<file path="config.mk">
export PLATFORM = sky130hd
export DESIGN_NAME = hub75_scan_ctrl
export DESIGN_NICKNAME = d
export VERILOG_FILES = /design/src/rtl/hub75_pkg.sv /design/src/rtl/hub75_bcm_timer.sv /design/src/rtl/hub75_scan_ctrl.sv
export SDC_FILE = /design/constraint.sdc
export NUM_CORES = 1
export LEC_CHECK = 0
export CAP_MARGIN = 10
export CELL_PAD_IN_SITES_DETAIL_PLACEMENT = 1
export CELL_PAD_IN_SITES_GLOBAL_PLACEMENT = 1
export CORE_MARGIN = 5
export CORE_UTILIZATION = 40
export DETAILED_ROUTE_END_ITERATION = 6
export PLACE_DENSITY = 0.85
export SYNTH_ARGS = -nofsm -noshare
export SYNTH_HDL_FRONTEND = slang
export SYNTH_SLANG_ARGS = --single-unit
</file>
<file path="constraint.sdc">
create_clock -name clk -period 2.98 [get_ports clk]
set_input_delay 0.745 -clock clk [delete_from_list [all_inputs] [get_ports clk]]
set_output_delay 0.745 -clock clk [all_outputs]
set_load 0.02 [all_outputs]
</file>
<file path="src/rtl/hub75_pkg.sv">
// Shared types and helpers for the HUB75 scan controller and its BCM on-time timer.
package hub75_pkg;

  typedef enum logic [2:0] {
    IDLE    = 3'd0,
    SHIFT   = 3'd1,
    BLANK   = 3'd2,
    LATCH   = 3'd3,
    DISPLAY = 3'd4
  } state_t;

  // Channel field index within a packed {R,G,B} pixel; multiply by COLOR_BITS for the bit offset.
  localparam int R_FIELD = 2;
  localparam int G_FIELD = 1;
  localparam int B_FIELD = 0;

  function automatic int unsigned bcm_on_time(input int unsigned base_on, input int unsigned plane);
    return base_on << plane;
  endfunction

endpackage

</file>
<file path="src/rtl/hub75_bcm_timer.sv">
// BCM on-time timer: owns the active-low OE window, open for BASE_ON<<plane cycles after load.
module hub75_bcm_timer
  import hub75_pkg::*;
#(
  parameter int COLOR_BITS = 4,
  parameter int BASE_ON    = 8,
  parameter int PW         = (COLOR_BITS > 1) ? $clog2(COLOR_BITS) : 1
) (
  input  logic          clk,
  input  logic          rst,
  input  logic          load,
  input  logic [PW-1:0] plane,
  output logic          done,
  output logic          oe
);

  localparam int CW = $clog2(BASE_ON << (COLOR_BITS - 1)) + 1;

  logic [CW-1:0] cnt;

  // done marks the last OE-active cycle so the controller leaves DISPLAY on the same edge OE closes.
  assign done = !oe && (cnt == CW'(1));

  always_ff @(posedge clk or posedge rst) begin
    if (rst) begin
      cnt <= '0;
      oe  <= 1'b1;
    end else if (load) begin
      cnt <= CW'(bcm_on_time(BASE_ON, 32'(plane)));
      oe  <= 1'b0;
    end else if (!oe) begin
      if (cnt == CW'(1)) begin
        cnt <= '0;
        oe  <= 1'b1;
      end else begin
        cnt <= cnt - CW'(1);
      end
    end
  end

endmodule

</file>
<file path="src/rtl/hub75_scan_ctrl.sv">
// HUB75 dual-scan panel driver with BCM colour depth: fetch/shift a row plane, blank, latch, display.
module hub75_scan_ctrl
  import hub75_pkg::*;
#(
  parameter int COLS       = 64,
  parameter int ROW_BITS   = 4,
  parameter int COLOR_BITS = 4,
  parameter int BLANK_CYC  = 4,
  parameter int BASE_ON    = 8
) (
  input  logic                      clk,
  input  logic                      rst,
  input  logic                      enable,
  output logic                      rd_en,
  output logic [ROW_BITS-1:0]       rd_row,
  output logic [$clog2(COLS)-1:0]   rd_col,
  input  logic [3*COLOR_BITS-1:0]   pix_top,
  input  logic [3*COLOR_BITS-1:0]   pix_bot,
  output logic [ROW_BITS-1:0]       row_addr,
  output logic                      R0,
  output logic                      G0,
  output logic                      B0,
  output logic                      R1,
  output logic                      G1,
  output logic                      B1,
  output logic                      clk_shft,
  output logic                      LAT,
  output logic                      OE,
  output logic                      frame_start,
  output logic                      busy,
  output state_t                    dbg_state
);

  localparam int CW   = $clog2(COLS);
  localparam int PW   = (COLOR_BITS > 1) ? $clog2(COLOR_BITS) : 1;
  localparam int SMAX = (2 * COLS + 2 > BLANK_CYC) ? 2 * COLS + 2 : BLANK_CYC;
  localparam int SW   = $clog2(SMAX);

  localparam logic [SW-1:0] SHIFT_LAST = SW'(2 * COLS + 1);
  localparam logic [SW-1:0] COL_SPAN   = SW'(2 * COLS);
  localparam logic [SW-1:0] BLANK_LAST = SW'(BLANK_CYC - 1);

  state_t              state, state_n;
  logic [SW-1:0]       scnt, scnt_n;
  logic [ROW_BITS-1:0] row_q, row_n;
  logic [PW-1:0]       plane_q, plane_n;
  logic                load, done;
  logic                rd_en_n, sample_now;

  logic [COLOR_BITS-1:0] r_top, g_top, b_top, r_bot, g_bot, b_bot;

  assign r_top = pix_top[R_FIELD*COLOR_BITS +: COLOR_BITS];
  assign g_top = pix_top[G_FIELD*COLOR_BITS +: COLOR_BITS];
  assign b_top = pix_top[B_FIELD*COLOR_BITS +: COLOR_BITS];
  assign r_bot = pix_bot[R_FIELD*COLOR_BITS +: COLOR_BITS];
  assign g_bot = pix_bot[G_FIELD*COLOR_BITS +: COLOR_BITS];
  assign b_bot = pix_bot[B_FIELD*COLOR_BITS +: COLOR_BITS];

  assign dbg_state = state;

  hub75_bcm_timer #(
    .COLOR_BITS (COLOR_BITS),
    .BASE_ON    (BASE_ON),
    .PW         (PW)
  ) u_timer (
    .clk   (clk),
    .rst   (rst),
    .load  (load),
    .plane (plane_q),
    .done  (done),
    .oe    (OE)
  );

  always_ff @(posedge clk or posedge rst) begin
    if (rst) begin
      state   <= IDLE;
      scnt    <= '0;
      row_q   <= '0;
      plane_q <= '0;
    end else begin
      state   <= state_n;
      scnt    <= scnt_n;
      row_q   <= row_n;
      plane_q <= plane_n;
    end
  end

  always_comb begin
    state_n = state;
    scnt_n  = scnt;
    row_n   = row_q;
    plane_n = plane_q;
    load    = 1'b0;
    case (state)
      IDLE: begin
        if (enable) begin
          state_n = SHIFT;
          scnt_n  = '0;
        end
      end
      SHIFT: begin
        if (scnt == SHIFT_LAST) begin
          state_n = BLANK;
          scnt_n  = '0;
        end else begin
          scnt_n = scnt + SW'(1);
        end
      end
      BLANK: begin
        if (scnt == BLANK_LAST) begin
          state_n = LATCH;
          scnt_n  = '0;
        end else begin
          scnt_n = scnt + SW'(1);
        end
      end
      LATCH: begin
        state_n = DISPLAY;
        load    = 1'b1;
      end
      DISPLAY: begin
        if (done) begin
          // Advance is kept across a stop so a later enable resumes at the next plane.
          if (plane_q == PW'(COLOR_BITS - 1)) begin
            plane_n = '0;
            row_n   = row_q + ROW_BITS'(1);
          end else begin
            plane_n = plane_q + PW'(1);
          end
          state_n = enable ? SHIFT : IDLE;
          scnt_n  = '0;
        end
      end
      default: begin
        state_n = IDLE;
        scnt_n  = '0;
      end
    endcase
  end

  // Outputs are registered from next-state values so they line up with the state they describe.
  assign rd_en_n    = (state_n == SHIFT) && !scnt_n[0] && (scnt_n < COL_SPAN);
  assign sample_now = (state == SHIFT) && scnt[0] && (scnt < COL_SPAN);

  always_ff @(posedge clk or posedge rst) begin
    if (rst) begin
      rd_en       <= 1'b0;
      rd_row      <= '0;
      rd_col      <= '0;
      row_addr    <= '0;
      clk_shft    <= 1'b0;
      LAT         <= 1'b0;
      frame_start <= 1'b0;
      busy        <= 1'b0;
      {R0, G0, B0, R1, G1, B1} <= '0;
    end else begin
      rd_en       <= rd_en_n;
      clk_shft    <= (state_n == SHIFT) && scnt_n[0] && (scnt_n != SW'(1));
      LAT         <= (state_n == LATCH);
      busy        <= (state_n != IDLE);
      frame_start <= (state_n == SHIFT) && (scnt_n == '0) && (row_n == '0) && (plane_n == '0);
      if (rd_en_n) begin
        rd_col <= CW'(scnt_n >> 1);
        rd_row <= row_n;
      end
      if ((state == SHIFT) && (state_n == BLANK)) begin
        row_addr <= row_q;
      end
      if (state_n != SHIFT) begin
        {R0, G0, B0, R1, G1, B1} <= '0;
      end else if (sample_now) begin
        {R0, G0, B0} <= {r_top[plane_q], g_top[plane_q], b_top[plane_q]};
        {R1, G1, B1} <= {r_bot[plane_q], g_bot[plane_q], b_bot[plane_q]};
      end
    end
  end

endmodule

</file>
# Yosys cells after proc, flatten, opt, wreduce, memory -nomap -nowiden
# Index checks and enable logic that the tools add are counted.
# classes
order_cmp,3
addsub,4
n_mux,48
n_shift,1
reduce_logical,19
eq_ne,14
# op_table
cell,n
$pmux 8 s5,1
$mux 8,4
$mux 1,23
$mux 7,3
$lt 8x8->1 const B,2
$pmux 3 s5,1
$bmux 1 s2,6
$eq 3x2->1 const B,4
$mux 3,4
$mux 4,3
$logic_and 1x1->1,11
$add 8x1->8 const B,1
$eq 8x2->1 const B,1
$eq 8x8->1 const B,1
$logic_not 8->1,1
$ne 8x1->1 const B,1
$eq 7x1->1 const B,1
$shl 4x2->7 const A,1
$sub 7x1->7 const B,1
$eq 3x1->1 const B,2
$mux 2,3
$add 4x1->4 const B,1
$logic_not 4->1,1
$eq 3x3->1 const B,1
10 further kinds,11
# word_totals
elab_cells,109
regBits,50
output_inout_bits,29
input_bits,27

# Logic depth before layout (Yosys ltp)
# Gate-level depths: netlist of the first run.
# logic_depth
ltp_word,8
ltp_mapped,9
depth_no_buf,8

# Cells and area by module
# Synthesis of the first run repeated with hierarchy kept, for this count alone.
# hier_totals
hier_cells,256
area_unflattened_um2,2825.2
# by_module_without_submodules
mod,area_per_inst_um2,instances,cells_per_inst
hub75_scan_ctrl,2306.0,1,198
hub75_bcm_timer,519.2,1,58

# Worst setup path after synthesis of the first run
# No wires, ideal clock.
# synth_timing
kind,reg-to-reg
startpoint,reg u_timer.cnt[1]
endpoint,reg rd_col[0]
path_slack_ps,244
arrival_time_ps,2611
required_ps,2855
synth_period_minus_slack_ps,2736
stages_incl_launch_ff,10
path_cell_list,dfrtp_1 -> inv_1 -> ha_1 -> or3b_2 -> o21ai_4 -> nand3_4 -> a221o_1 -> or3_4 -> buf_6 -> mux2_4
# synth_rtl
item,line_no,source
start: declaration,hub75_bcm_timer.sv:19,logic [CW-1:0] cnt;
start signal: assignment,hub75_bcm_timer.sv:29,"cnt <= CW'(bcm_on_time(BASE_ON, 32'(plane)));"
start signal: assignment,hub75_bcm_timer.sv:36,cnt <= cnt - CW'(1);
$eq 7x1->1,hub75_bcm_timer.sv:22,assign done = !oe && (cnt == CW'(1));
$logic_and 1x1->1,hub75_bcm_timer.sv:22,
$mux 8,hub75_scan_ctrl.sv:122,if (done) begin
$pmux 8 s5,hub75_scan_ctrl.sv:94,case (state)
named net scnt_n[7],hub75_scan_ctrl.sv:44,"logic [SW-1:0] scnt, scnt_n;"
$lt 8x8->1,hub75_scan_ctrl.sv:142,assign rd_en_n = (state_n == SHIFT) && !scnt_n[0] && (scnt_n < COL_SPAN);
$logic_and 1x1->1,hub75_scan_ctrl.sv:142,
end signal: assignment,hub75_scan_ctrl.sv:163,rd_col <= CW'(scnt_n >> 1);
end: declaration,hub75_scan_ctrl.sv:16,"output logic [$clog2(COLS)-1:0] rd_col,"
# The timed path passes the listed nets, and every way through them passes these cells.
# A chain may end at the register's enable or synchronous reset.

# Worst setup path in the final report of the first run
# layout_timing
startpoint,reg u_timer.cnt[1]
endpoint,reg rd_col[4]
# layout_between
elab_chain_cells,7
# layout_lines
item,line_no
$eq 7x1->1 (*),hub75_bcm_timer.sv:22
$logic_and 1x1->1 (*),hub75_bcm_timer.sv:22
"parallel branches: the longest is 5 deep, another holds $lt 8x8->1",-
# Every way passes the cells marked *.

==> results.tsv, run 1 <==
metric	value	unit
number of hold-slack violations in the final timing report	0	
Max stage delay cell, worst path	sky130_fd_sc_hd__or3b_2	
initial cell density of the core	41.6	%
CTS H-Tree Depth	2	
first-pass GRT wire length	11.6	mm
area share of and/or/nand/nor cells after synthesis	18.5	%
number of non-filler instances in the completed layout	374	
Netlist Area Pre-Place	2690	um^2
post-CTS setup buffer count	0	
parity-gate share of the synthesized area counting xor and xnor cells	1.30	%
number of distinct library cells after synthesis	48	
Routed WL per cell	18.2	um
total iterations of the first detailed-routing run	4	
CTS tree	done	
predominant post-synthesis flop cell	sky130_fd_sc_hd__dfrtp_1	
starting DRC count in detailed routing	73	
area of the core	6460	um^2
share of total power in combinational logic	5.9	%
VDD IR max	285	uV
Final Worst Setup Slack	0.108	ns
Die ar.	8450	um^2
global route total overflow	0	
Pint	0.978	mW
maximum operating frequency	348	MHz
stage delay of the slowest cell on the critical path	0.50	ns
sequential share of the synthesized area	46.6	%
cell type with the largest total area after synthesis	sky130_fd_sc_hd__dfrtp_1	
via count of the first global-routing pass	2284	
area after detailed placement	3310	um^2
most area-consuming cells after synthesis	sky130_fd_sc_hd__dfrtp_1, sky130_fd_sc_hd__mux2_4, sky130_fd_sc_hd__mux4_2, sky130_fd_sc_hd__ha_1, sky130_fd_sc_hd__nor2_1	
worst setup timing slack at the placement stage	0.0627	ns
crit start category	flop	
setup repair after global routing missed its margin	no	
Critical Path AT	3.07	ns
switching share of power	20.9	%
design area	3430	um^2
number of endpoints failing setup at the final stage	0	
critical path required time	3.17	ns
Filler cells	696	
synthesized netlist cell count	240	
endpoint class of the critical path	flop	
FF+latch count, synth	50	
power density normalized to cell area	361	nW/um^2
cells resized by post-CTS repair	0	
worst path buffer plus inverter count	1	
global routing usage summed across all routing layers	17.2	%
Avg Vias per Cell	5.58	
count of yosys warnings during synthesis	0	
number of cell rows	29	
outcome	complete, no violations	
CTS Hold Bufs	0	
# clock sinks	50	
Chip Height	92.0	um
top cell family by delay on the critical path	simple AND/OR/NAND/NOR gates	
number of port buffers	55	
most common cell in the synthesized netlist	sky130_fd_sc_hd__dfrtp_1	
cell count after placement	366	
routed wire length	6.81	mm
portion of the clock cycle consumed by the worst path in the final layout	96.4	%
# DRC	0	
layout overhead on the synthesized area	27.6	%
path category of the worst min-delay check	flop to flop	
most instantiated cells after synthesis	sky130_fd_sc_hd__dfrtp_1, sky130_fd_sc_hd__nor2_1, sky130_fd_sc_hd__inv_1, sky130_fd_sc_hd__nand2_1	
Net count, final	332	
total power draw	1.24	mW
adder-cell share of the synthesized area	4.19	%
Switch Pwr	0.258	mW
antenna violations before repair	0	
Worst-Margin Slew	0.625	ns
sequential group share of total power	55.4	%
ports placed on the boundary	56	
clock network latency to the later pin of the worst-skew pair	0.30	ns
total CTS buffers	5	
maximum number of pins on one net before global-route repair	51	
complex-gate fraction of the synthesized area	9.97	%
largest fanout on the critical path	11	
dominant combinational cell family by area after synthesis	simple AND/OR/NAND/NOR gates	
fraction of layout instances using a drive strength above 1	15.8	%
routed via count	2086	
final clock skew	0.00599	ns
Placer Congestion	0.794	
Setup TNS	0	ns
antenna-violating nets left	0	
total nets after synthesis	276	
Avg Inst Size Synth	11.2	um^2
fraction of synthesized cell area taken by the top area cell type	45.6	%
Worst-path clk slew	0.09	ns
Max-Cap Viols	0	
post-route core utilization	53.1	%
width of the chip	92.0	um
relative contribution of the clock network to total power	38.7	%
proportion of synthesized area in mux cells	16.0	%
max-slew violation total from the final report	0	
worst slew margin relative to its limit	58.4	%
async set or reset register ratio after synthesis	100	%
total leakage power	1.54	nW
Worst Path Class, Setup	flop to flop	
EDFF count, synth	0	
maximum clock insertion buffer count	2	
worst hold slack	0.517	ns
Diodes inserted	0	
crit path cell chain	inv_1 -> ha_2 -> or3b_2 -> o21ai_1 -> nand3_1 -> a211o_1 -> or3_4 -> mux2_4	
Clock Root Buffer	sky130_fd_sc_hd__clkbuf_8	
clock period minus final worst setup slack	2.87	ns
sum of net half-perimeters after detailed placement	5.14	mm
-- cells in the final DEF (no fill, tap or decap), drive strengths merged, types with 2 or more instances in the layout --
cell and n:
inv 13, nor3b 4, a211o 4, nor2 27
a31oi 3, and3b 2, mux4 6, xnor2 2
or3 5, mux2 17, o21ai 7, or3b 2
a221o 2, a21o 2, nand3 6, clkbuf 6
buf 3, nor3 10, xor2 2, nand2 13
ha 9, a22o 4, dfrtp 49, nor2b 2
a21oi 10, clkdlybuf4s50 55, or4 6, o211a 2
nor4 3, and3 2, mux2i 7
-- cell type report --
type	count	area (um^2)	share of cell area [%]
well taps	77	96.3	2.81
clock buffers	6	72.6	2.12
flip-flops and latches	50	1250	36.5
clock inverters	2	37.5	1.10
multi-input cells	168	1350	39.3
inverters	13	48.8	1.42
repair buffers	58	573	16.7
-- power by group through the flow --
stage               Combinational [mW]  Sequential (mW)  Clock [mW]
floorplan                       0.0200            0.703           0
global placement                0.0735            0.697           0
detailed placement              0.0752            0.698           0
CTS                             0.0755            0.685       0.500
global route                    0.0812            0.685       0.522
finish                          0.0730            0.684       0.479
-- path summary, 6_finish.rpt --
path | from | endpoint | slack (ns) | cells past startpoint
min reg2reg | row_addr[2] | row_addr[2] | 0.52 | 1
max | u_timer.cnt[1] | rd_col[4] | 0.11 | 8
min | row_addr[2] | row_addr[2] | 0.52 | 1
min in group asynchronous | rst | u_timer.cnt[1] | 0.92 | 3
max reg2reg | u_timer.cnt[1] | rd_col[4] | 0.11 | 8
max in group asynchronous | rst | scnt[2] | 1.66 | 3
-- sequential cells by signal, indices dropped and copies added, names as in the netlist, 2 cells and up --
signal	flops
rd_col	6
scnt	8
plane_q	2
rd_row	4
u_timer.cnt	7
row_addr	4
dbg_state	3
row_q	4
-- worst reg2reg max path: cells and delay by family, from the launching register on --
kind | cells | cell delay, ns
AND/OR/NAND/NOR | 3 | 1.16
AO/OA/AOI/OAI | 2 | 0.55
flip-flops | 1 | 0.42
multiplexers | 1 | 0.34
adder cells (fa/ha/maj) | 1 | 0.21
buffers and inverters | 1 | 0.09
-- logic make-up after synthesis --
family          count (synthesis)
fa+ha+maj                       9
xor+xnor                        4
compound gates                 37
buf+inv                        22
simple gates                   88
mux                            30
flops                          50
-- routing by layer --
| layer | wire length, um | up-vias | GRT usage, % | part of all wire, % |
|---|---|---|---|---|
| met1 | 3070 | 1038 | 21.9 | 45 |
| met2 | 3280 | 56 | 29.0 | 48 |
| met3 | 356 | 8 | 4.01 | 5.2 |
| met4 | 108 | 0 | 5.32 | 1.6 |
| met5 | 0 | - | 0 | 0 |
| li1 | - | 984 | - | - |
(Power assumes the default switching activity.)
==> run 2, diff against run 1 <==
--- a/config.mk
+++ b/config.mk
@@ -10,6 +10,7 @@
 export CELL_PAD_IN_SITES_GLOBAL_PLACEMENT = 1
 export CORE_MARGIN = 5
 export CORE_UTILIZATION = 40
+export CTS_CLUSTER_DIAMETER = 150
 export DETAILED_ROUTE_END_ITERATION = 6
 export PLACE_DENSITY = 0.85
 export SYNTH_ARGS = -nofsm -noshare
==> constraint.sdc (replaced) <==
create_clock -name clk -period 2.98 [get_ports clk]
set_input_delay 0.745 -clock clk [delete_from_list [all_inputs] [get_ports clk]]
set_output_delay 0.745 -clock clk [all_outputs]
set_load 0.1 [all_outputs]
==> run 2 against run 1 <==
Critical path depth unchanged; setup slack better by 0.036 ns; count of clock-buffer cells in the layout down 1; first-iteration DRC count down 30%; critical path type unchanged; largest power group unchanged.
==> results.tsv, run 2 (synthesis results as in run 1) <==
metric	value	unit	change
outcome	complete, no violations		unchanged
worst path buffer plus inverter count	1		unchanged
width of the chip	92.0	um	unchanged
Placer Congestion	0.778		was 0.794
Die ar.	8450	um^2	unchanged
post-CTS setup buffer count	0		unchanged
global route total overflow	0		unchanged
most common cell after layout, fill and taps aside	sky130_fd_sc_hd__dfrtp_1		was sky130_fd_sc_hd__clkdlybuf4s50_1
number of non-filler instances in the completed layout	373		was 374
cells resized by post-CTS repair	0		unchanged
ports placed on the boundary	56		unchanged
maximum operating frequency	353	MHz	was 348 MHz
Setup TNS	0	ns	unchanged
number of endpoints failing setup at the final stage	0		unchanged
worst setup path endpoint	clk_shft		was rd_col[4]
Worst Path Class, Setup	flop to flop		unchanged
total CTS buffers	5		unchanged
global routing usage summed across all routing layers	16.2	%	was 17.2%
crit path cell chain	inv_1 -> ha_2 -> or3b_2 -> o21ai_4 -> nand3_4 -> a221o_1 -> or4_1 -> o211a_1		was inv_1 -> ha_2 -> or3b_2 -> o21ai_1 -> nand3_1 -> a211o_1 -> or3_4 -> mux2_4
routed via count	2079		was 2086
number of cell rows	29		unchanged
# clock sinks	50		unchanged
clock period minus final worst setup slack	2.84	ns	was 2.87 ns
setup slack of the worst register-to-register path	0.14	ns	was 0.11 ns
Diodes inserted	0		unchanged
register name with the most flops	scnt		unchanged
Routed WL per cell	17.6	um	was 18.2 um
Net count, final	332		unchanged
CTS Hold Bufs	0		unchanged
path category of the worst min-delay check	flop to flop		unchanged
R2R depth	8		unchanged
launch point of the critical path	u_timer.cnt[1]		unchanged
initial cell density of the core	41.6	%	unchanged
Worst-Margin Slew	0.624	ns	was 0.625 ns
total leakage power	1.57	nW	was 1.54 nW
largest registers	scnt x8, u_timer.cnt x7, rd_col x6		unchanged
final clock skew	0.00626	ns	was 0.00599 ns
layout overhead on the synthesized area	24.5	%	was 27.6%
starting DRC count in detailed routing	51		was 73
# DRC	0		unchanged
routed wire length	6.56	mm	was 6.81 mm
area of the core	6460	um^2	unchanged
Avg Vias per Cell	5.57		was 5.58
Max-Cap Viols	0		unchanged
capturing point of the worst reg2reg path	clk_shft		was rd_col[4]
Clock Root Buffer	sky130_fd_sc_hd__clkbuf_8		unchanged
Critical Path AT	3.03	ns	was 3.07 ns
number of flip-flops in the largest register	8		unchanged
commonest non-fill, non-tap cells in the layout	sky130_fd_sc_hd__dfrtp_1, sky130_fd_sc_hd__buf_4, sky130_fd_sc_hd__nor2_1, sky130_fd_sc_hd__clkdlybuf4s50_1, sky130_fd_sc_hd__nand2_1		was sky130_fd_sc_hd__clkdlybuf4s50_1, sky130_fd_sc_hd__dfrtp_1, sky130_fd_sc_hd__nor2_1, sky130_fd_sc_hd__nand2_1, sky130_fd_sc_hd__inv_1
number of port buffers	55		unchanged
largest fanout on the critical path	9		was 11
top cell family by delay on the critical path	simple AND/OR/NAND/NOR gates		unchanged
Chip Height	92.0	um	unchanged
startpoint of the lowest-slack register-to-register path	u_timer.cnt[1]		unchanged
Worst-path clk slew	0.09	ns	about the same
maximum clock insertion buffer count	2		unchanged
antenna violations before repair	0		unchanged
cell count after placement	366		unchanged
CTS H-Tree Depth	2		unchanged
via count of the first global-routing pass	2225		was 2284
Filler cells	709		was 696
total power draw	1.17	mW	was 1.24 mW
total iterations of the first detailed-routing run	4		unchanged
maximum number of pins on one net before global-route repair	51		unchanged
stage delay of the slowest cell on the critical path	0.57	ns	was 0.50 ns
VDD IR max	205	uV	was 285 uV
Max stage delay cell, worst path	sky130_fd_sc_hd__or4_1		was sky130_fd_sc_hd__or3b_2
power density normalized to cell area	349	nW/um^2	was 361 nW/um^2
clock network latency to the later pin of the worst-skew pair	0.30	ns	about the same
CTS tree	done		unchanged
number of hold-slack violations in the final timing report	0		unchanged
setup repair after global routing missed its margin	no		unchanged
sum of net half-perimeters after detailed placement	5.03	mm	was 5.14 mm
critical path required time	3.18	ns	was 3.17 ns
endpoint class of the critical path	flop		unchanged
crit start category	flop		unchanged
max-slew violation total from the final report	0		unchanged
worst slew margin relative to its limit	58.4	%	about the same
first-pass GRT wire length	11.0	mm	was 11.6 mm
antenna-violating nets left	0		unchanged
Worst path depth	8		unchanged
fraction of layout instances using a drive strength above 1	26.4	%	was 15.8%
portion of the clock cycle consumed by the worst path in the final layout	95.2	%	was 96.4%
==> run 2: cell types whose count changed in the layout (fill, tap and decap cells not counted) <==
cell	previous run	this run
sky130_fd_sc_hd__clkdlybuf4s50_1	55	26
sky130_fd_sc_hd__buf_4	3	31
sky130_fd_sc_hd__dfrtp_1	49	47
sky130_fd_sc_hd__dfrtp_2	0	2
sky130_fd_sc_hd__buf_12	0	1
sky130_fd_sc_hd__bufinv_16	1	0
sky130_fd_sc_hd__clkbuf_1	1	0
sky130_fd_sc_hd__clkinvlp_4	1	2
==> run 2: worst min path at each step <==
| stage | from | to | cells past startpoint |
|---|---|---|---|
| detailed placement | rd_row[1] | rd_row[1] | 1 |
| finish | row_addr[2] | row_addr[2] | 1 |
| global placement | row_addr[0] | row_addr[0] | 1 |
| global route | rd_row[1] | rd_row[1] | 1 |
| floorplan | row_q[3] | row_q[3] | 1 |
| CTS | row_addr[3] | row_addr[3] | 1 |
==> run 2: cell type report <==
type	count	area, um^2	area share [%]
sequential	50	1250	37.5
multi-input combinational	168	1350	40.3
inverter	13	48.8	1.46
tap	77	96.3	2.88
clock inverter	2	15.0	0.449
clock buffer	5	68.8	2.06
timing repair buffer	58	513	15.3
==> run 2: stage by stage <==
step,worst slack [ns],utilization [%],instance area (um^2),hold slack (ns)
2_1_floorplan,0.0527,-,2690,0.471
3_3_place_gp,0.0970,50.4,3260,0.497
3_5_place_dp,0.00611,50.4,3260,0.501
4_1_cts,0.0211,51.7,3340,0.531
5_1_grt,0.0120,51.8,3340,0.542
6_report,0.144,51.8,3340,0.519
==> run 2: worst register-to-register path, stage by stage (launching register included) <==
cell and delay, ns:
sky130_fd_sc_hd__dfrtp_1 0.42, sky130_fd_sc_hd__inv_1 0.09, sky130_fd_sc_hd__ha_2 0.20, sky130_fd_sc_hd__or3b_2 0.49
sky130_fd_sc_hd__o21ai_4 0.17, sky130_fd_sc_hd__nand3_4 0.15, sky130_fd_sc_hd__a221o_1 0.41, sky130_fd_sc_hd__or4_1 0.57
sky130_fd_sc_hd__o211a_1 0.23
==> run 2: power by group <==
group / internal [mW] / switching [mW] / total, mW
sequential: 0.682 / 0.00223 / 0.684
clock: 0.161 / 0.222 / 0.382
combinational: 0.0452 / 0.0556 / 0.101
total: 0.888 / 0.280 / 1.17
==> run 2: routing by layer <==
layer	global-route usage, %	vias up	wire, um
met4	4.46	0	78
met2	27.1	61	3110
met1	21.1	1030	3050
met5	0	-	0
li1	-	982	-
met3	3.85	6	319
==> run 3, diff against run 2 <==
--- a/config.mk
+++ b/config.mk
@@ -12,6 +12,7 @@
 export CORE_UTILIZATION = 40
 export CTS_CLUSTER_DIAMETER = 150
 export DETAILED_ROUTE_END_ITERATION = 6
+export GPL_ROUTABILITY_DRIVEN = 0
 export PLACE_DENSITY = 0.85
 export SYNTH_ARGS = -nofsm -noshare
 export SYNTH_HDL_FRONTEND = slang
==> results of run 3 <==
No change in the layout: final DEF, timing and power equal those of run 2.
